File: config.mk
export PLATFORM = sky130hd
export DESIGN_NAME = upb_coeff_update
export DESIGN_NICKNAME = d
export VERILOG_FILES = /design/src/rtl/upb_coeff_update.sv
export SDC_FILE = /design/constraint.sdc
export NUM_CORES = 1
export LEC_CHECK = 0
export CELL_PAD_IN_SITES_DETAIL_PLACEMENT = 1
export CELL_PAD_IN_SITES_GLOBAL_PLACEMENT = 1
export CORE_UTILIZATION = 33
export CTS_BUF_LIST = sky130_fd_sc_hd__clkbuf_8
export DETAILED_ROUTE_END_ITERATION = 16
export PLACE_DENSITY = 0.84
export SYNTH_ARGS = -nofsm -noshare
export SYNTH_HDL_FRONTEND = slang
export SYNTH_SLANG_ARGS = --single-unit
File: constraint.sdc
create_clock -name clk -period 4.9 [get_ports clk]
set_clock_uncertainty 0.2 [all_clocks]
set_input_delay 0.98 -clock clk [delete_from_list [all_inputs] [get_ports clk]]
set_output_delay 0.98 -clock clk [all_outputs]
set_load 0.02 [all_outputs]
File: src/rtl/upb_coeff_update.sv
// G.726 UPB sixth-order predictor coefficient update with a registered result.
// The result register doubles as five DFT scan chains under test_mode/scan_enable.
module upb_coeff_update (
    input  logic        clk,
    input  logic        reset,
    input  logic [1:0]  rate,
    input  logic        u,
    input  logic [15:0] b,
    input  logic [15:0] dq,
    input  logic        scan_in0,
    input  logic        scan_in1,
    input  logic        scan_in2,
    input  logic        scan_in3,
    input  logic        scan_in4,
    input  logic        scan_enable,
    input  logic        test_mode,
    output logic [15:0] bp,
    output logic        scan_out0,
    output logic        scan_out1,
    output logic        scan_out2,
    output logic        scan_out3,
    output logic        scan_out4
);

    localparam int unsigned W = 16;
    localparam logic [1:0] RATE_40K = 2'd3;

    logic          dq_zero;
    logic          sh9;
    logic [W-1:0]  ugb;
    logic [W-1:0]  bsh;
    logic [W-1:0]  bsh_ext;
    logic [W-1:0]  ulb;
    logic [W-1:0]  ub;
    logic [W-1:0]  bp_next;
    logic [W-1:0]  bp_shift;
    logic          shift_en;

    // Gain and leakage terms; the sign bit of dq does not affect the gain.
    always_comb begin
        dq_zero = ((dq & 16'h7FFF) == 16'h0000);
        sh9     = (rate == RATE_40K);
        ugb     = W'(0);
        if (!dq_zero) begin
            ugb = u ? 16'hFF80 : 16'h0080;
        end
        bsh     = sh9 ? (b >> 9) : (b >> 8);
        bsh_ext = bsh;
        if (b[15]) begin
            bsh_ext = W'(bsh + (sh9 ? 16'hFF80 : 16'hFF00));
        end
        ulb     = W'(W'(0) - bsh_ext);
        ub      = W'(ugb + ulb);
        bp_next = W'(b + ub);
    end

    // Each chain shifts toward higher bit indices; scan_inN enters the lowest bit.
    always_comb begin
        bp_shift = {bp[14:12], scan_in4,
                    bp[10:9],  scan_in3,
                    bp[7:6],   scan_in2,
                    bp[4:3],   scan_in1,
                    bp[1:0],   scan_in0};
        shift_en = test_mode & scan_enable;
    end

    always_ff @(posedge clk) begin
        if (reset) begin
            bp <= W'(0);
        end else if (shift_en) begin
            bp <= bp_shift;
        end else begin
            bp <= bp_next;
        end
    end

    assign scan_out0 = bp[2];
    assign scan_out1 = bp[5];
    assign scan_out2 = bp[8];
    assign scan_out3 = bp[11];
    assign scan_out4 = bp[15];

endmodule

==> run summary <==
* 0.1971 — global-route total usage across every layer
* 4223 um — HPWL after DPL
* 1872 — number of global-route vias before repair
* 74.49 um — height of the chip
* 0 — Post-synth EDFFs
* reg -> reg — Hold Crit Class
* 1734 um^2 — post-synthesis instance area
* 4.573 ns — final critical path time including I/O delays and setup
* sky130_fd_sc_hd__clkbuf_8 — CTS root buffer
* 0.2619 ns — hold slack
* 0.53 ns — CP peak stage delay
* 0.1854 mV — Peak supply drop
* 3.99 ns — register-to-register setup slack
* 44.16% — Syn-to-layout area delta
* 63 — buffers added on ports
* 0.1847 — sequential fraction of the synthesis area
* 0.6068 ns — transition time of the tightest slew-check pin
* 0.3417 — initial core utilization
* 0 — Final setup viols
* 0 ns — post-route setup TNS
* sky130_fd_sc_hd__inv_1, sky130_fd_sc_hd__nand2_1, sky130_fd_sc_hd__ha_1 — most used standard cells in the synthesized netlist
* 4.86 ns — required time at the endpoint of the critical path
* 65 — IO Count
* 0.8406 — placer's final routability congestion estimate
* clkdlybuf4s50_1 > or4_4 > nor4_2 > a31o_2 > fa_1 > inv_1 > ha_1 > a21oi_2 > a21oi_1 > nor2_2 > a21oi_1 > or4_1 > a311oi_2 — cell-by-cell trace of the critical path
* bp — largest register by flop count
* 5549 um^2 — overall die area
* 4799 um — post-detailed-routing wire length
* 32 — DRT iter0 DRCs
* sky130_fd_sc_hd__dfxtp_1 — cell taking the most area after synthesis
* 0.578 — combinational share of power
* 0.250 — proportion of power drawn by flip-flops and latches
* 0.0004189 W — Pint
* 0.06 ns — clk slew on worst S/H paths
* false — setup repair after global routing missed its margin
* 0 — Synth Warn #
* 4.53 ns — critical path arrival
* 0.5942 — Slew HR
* 0.0006717 W — total power of the final layout
* 8.066 um^2 — mean post-synth cell area
* 16 — number of storage elements in the synthesis netlist
* 74.49 um — overall die width
* 0.0002527 W — total net switching power
* 4 — Detailed Routing Iterations Pass 1
* 0.07168 — fraction of final layout cells with drive strength greater than 1
* 0.9332 — Final period util
* 0 — number of maximum-capacitance violations
* input port — startpoint class of the critical path
* 0.173 — clock network power share
* 16 — number of flip-flops under the largest register name
* 13.75 um — post-detailed-route wirelength per cell
* yes — clock tree from TritonCTS
* 268.7 nW/um^2 — pwr dens
* 0.1847 — share of the synthesized area in the top cell type
* sky130_fd_sc_hd__dfxtp_1, sky130_fd_sc_hd__ha_1, sky130_fd_sc_hd__fa_1 — ranking of synthesized cells by area
* in -> reg — WS Path Type
* 16 — clock tree sinks
* 215 — Synth Instances
* 0 — async set or reset register ratio after synthesis
* 5075 um^2 — core area
* 0 — hold buffer count at cts
* 5.006 — number of vias per cell
* 1 — H-tree depth reported by CTS
* 0.2187 GHz — Fmax
* 0 — count of antenna-violating nets left after detailed routing
* 0 — setup fix buffers added after clock tree synthesis
* 0 — leftover overflow at the end of global routing
* sky130_fd_sc_hd__a21oi_1 — crit-path most repeated cell
* 1747 — number of vias in the routed layout
* finished, final reports clean — status
* 6 — largest fanout on the critical path
* bp: 16 flops — Regs by FF count
* 44 — distinct cell type count of the synthesized netlist
* 0 — hold violation count in the final report
* 0 — drc violations
* 0.25 ns — clk_lat worst skew
* 0 — count of pins over their slew limit
* 26 — number of rows created at floorplan
* 0.3763 — switching power share of the total
* sky130_fd_sc_hd__dfxtp_1 — dominant register cell in the synthesized netlist
* 354 — number of nets in the layout
* 3 — total clock buffers created by CTS
* 289 — Net Count, Synth
* 2 — number of buffers on the longest clock path
* 0 — antenna cells
* 0 — antenna violations before repair
* sky130_fd_sc_hd__or4_4 — CP max stage cell
* 0 — Resized Gates After CTS
* sky130_fd_sc_hd__inv_1 — dominant cell by count in the synthesized netlist
* 8500 um — wire length of the first global-routing pass
* flop — Worst Setup End Kind
* 1.142 nW — reported leakage power
* 19 — pin count of the biggest net entering global routing
==> layout make-up <==
cell class              count  area (um^2)
well taps                  70        87.58
clock buffers               4        55.05
inverters                  31        116.4
multi-input cells         159         1245
repair buffers             69        675.6
fillers                   618         2575
flip-flops and latches     16        320.3
==> per-stage QoR <==
stage	std cells	worst slack (ns)	utilization	instance area, um^2
after floorplan	215	0.6094	-	1734
after detailed placement	345	0.03881	0.4818	2445
final	349	0.3274	0.4926	2500
after CTS	349	0.3024	0.4926	2500
after global routing	349	0.08311	0.4926	2500
after global placement	345	0.1049	0.4818	2445
==> kinds of logic after synthesis <==
kind of cell,after synthesis,synth area share
compound gates,45,0.1775
xor+xnor,6,0.03463
fa+ha+maj,30,0.2554
buf+inv,40,0.09740
flops,16,0.1847
mux,8,0.04618
simple gates,70,0.2042
==> worst max-delay path: cells and delay by family <==
kind / cells / cell delay [ns]
AOI/OAI and AO/OA: 5 / 0.99
and+or+nand+nor: 4 / 1.37
adders and majority gates: 2 / 0.73
buffers and inverters: 2 / 0.47
==> final timing paths <==
kind	cells past startpoint	to	start
worst max-delay path	13	bp[15]$_SDFF_PP0_	dq[5]
worst min-delay path	2	bp[1]$_SDFF_PP0_	bp[0]$_SDFF_PP0_
worst max register to register	2	bp[15]$_SDFF_PP0_	bp[14]$_SDFF_PP0_
worst min register to register	2	bp[1]$_SDFF_PP0_	bp[0]$_SDFF_PP0_
==> power by group through the flow <==
stage	Clock (W)	Combinational, W	Sequential [W]
2_1_floorplan	0	0.000206	0.000202
3_3_place_gp	0	0.000379	0.000170
3_5_place_dp	0	0.000392	0.000171
4_1_cts	0.000119	0.000393	0.000168
5_1_grt	0.000125	0.000432	0.000172
6_report	0.000116	0.000388	0.000168
==> layout by cell type, fill, tap and decap left out, types with 4 or more instances in the layout <==
cell type / count
sky130_fd_sc_hd__ha_1: 21
sky130_fd_sc_hd__o21ai_0: 5
sky130_fd_sc_hd__inv_1: 31
sky130_fd_sc_hd__a21oi_1: 16
sky130_fd_sc_hd__dfxtp_1: 16
sky130_fd_sc_hd__mux2i_1: 8
sky130_fd_sc_hd__a211oi_1: 4
sky130_fd_sc_hd__nor4_1: 4
sky130_fd_sc_hd__buf_4: 6
sky130_fd_sc_hd__nand2_1: 22
sky130_fd_sc_hd__fa_1: 9
sky130_fd_sc_hd__nand2b_1: 4
sky130_fd_sc_hd__nor2_1: 15
sky130_fd_sc_hd__clkbuf_8: 4
sky130_fd_sc_hd__clkdlybuf4s50_1: 63
sky130_fd_sc_hd__nand3_1: 7
sky130_fd_sc_hd__xnor2_1: 4
==> layer usage <==
metal  track usage  vias up  wire length, um
li1              -      870                -
met4       0.01468        0               24
met3       0.02846        2              143
met2        0.3944       33             2553
met5             0        -                0
met1        0.2265      842             2077
(Power assumes the default switching activity.)
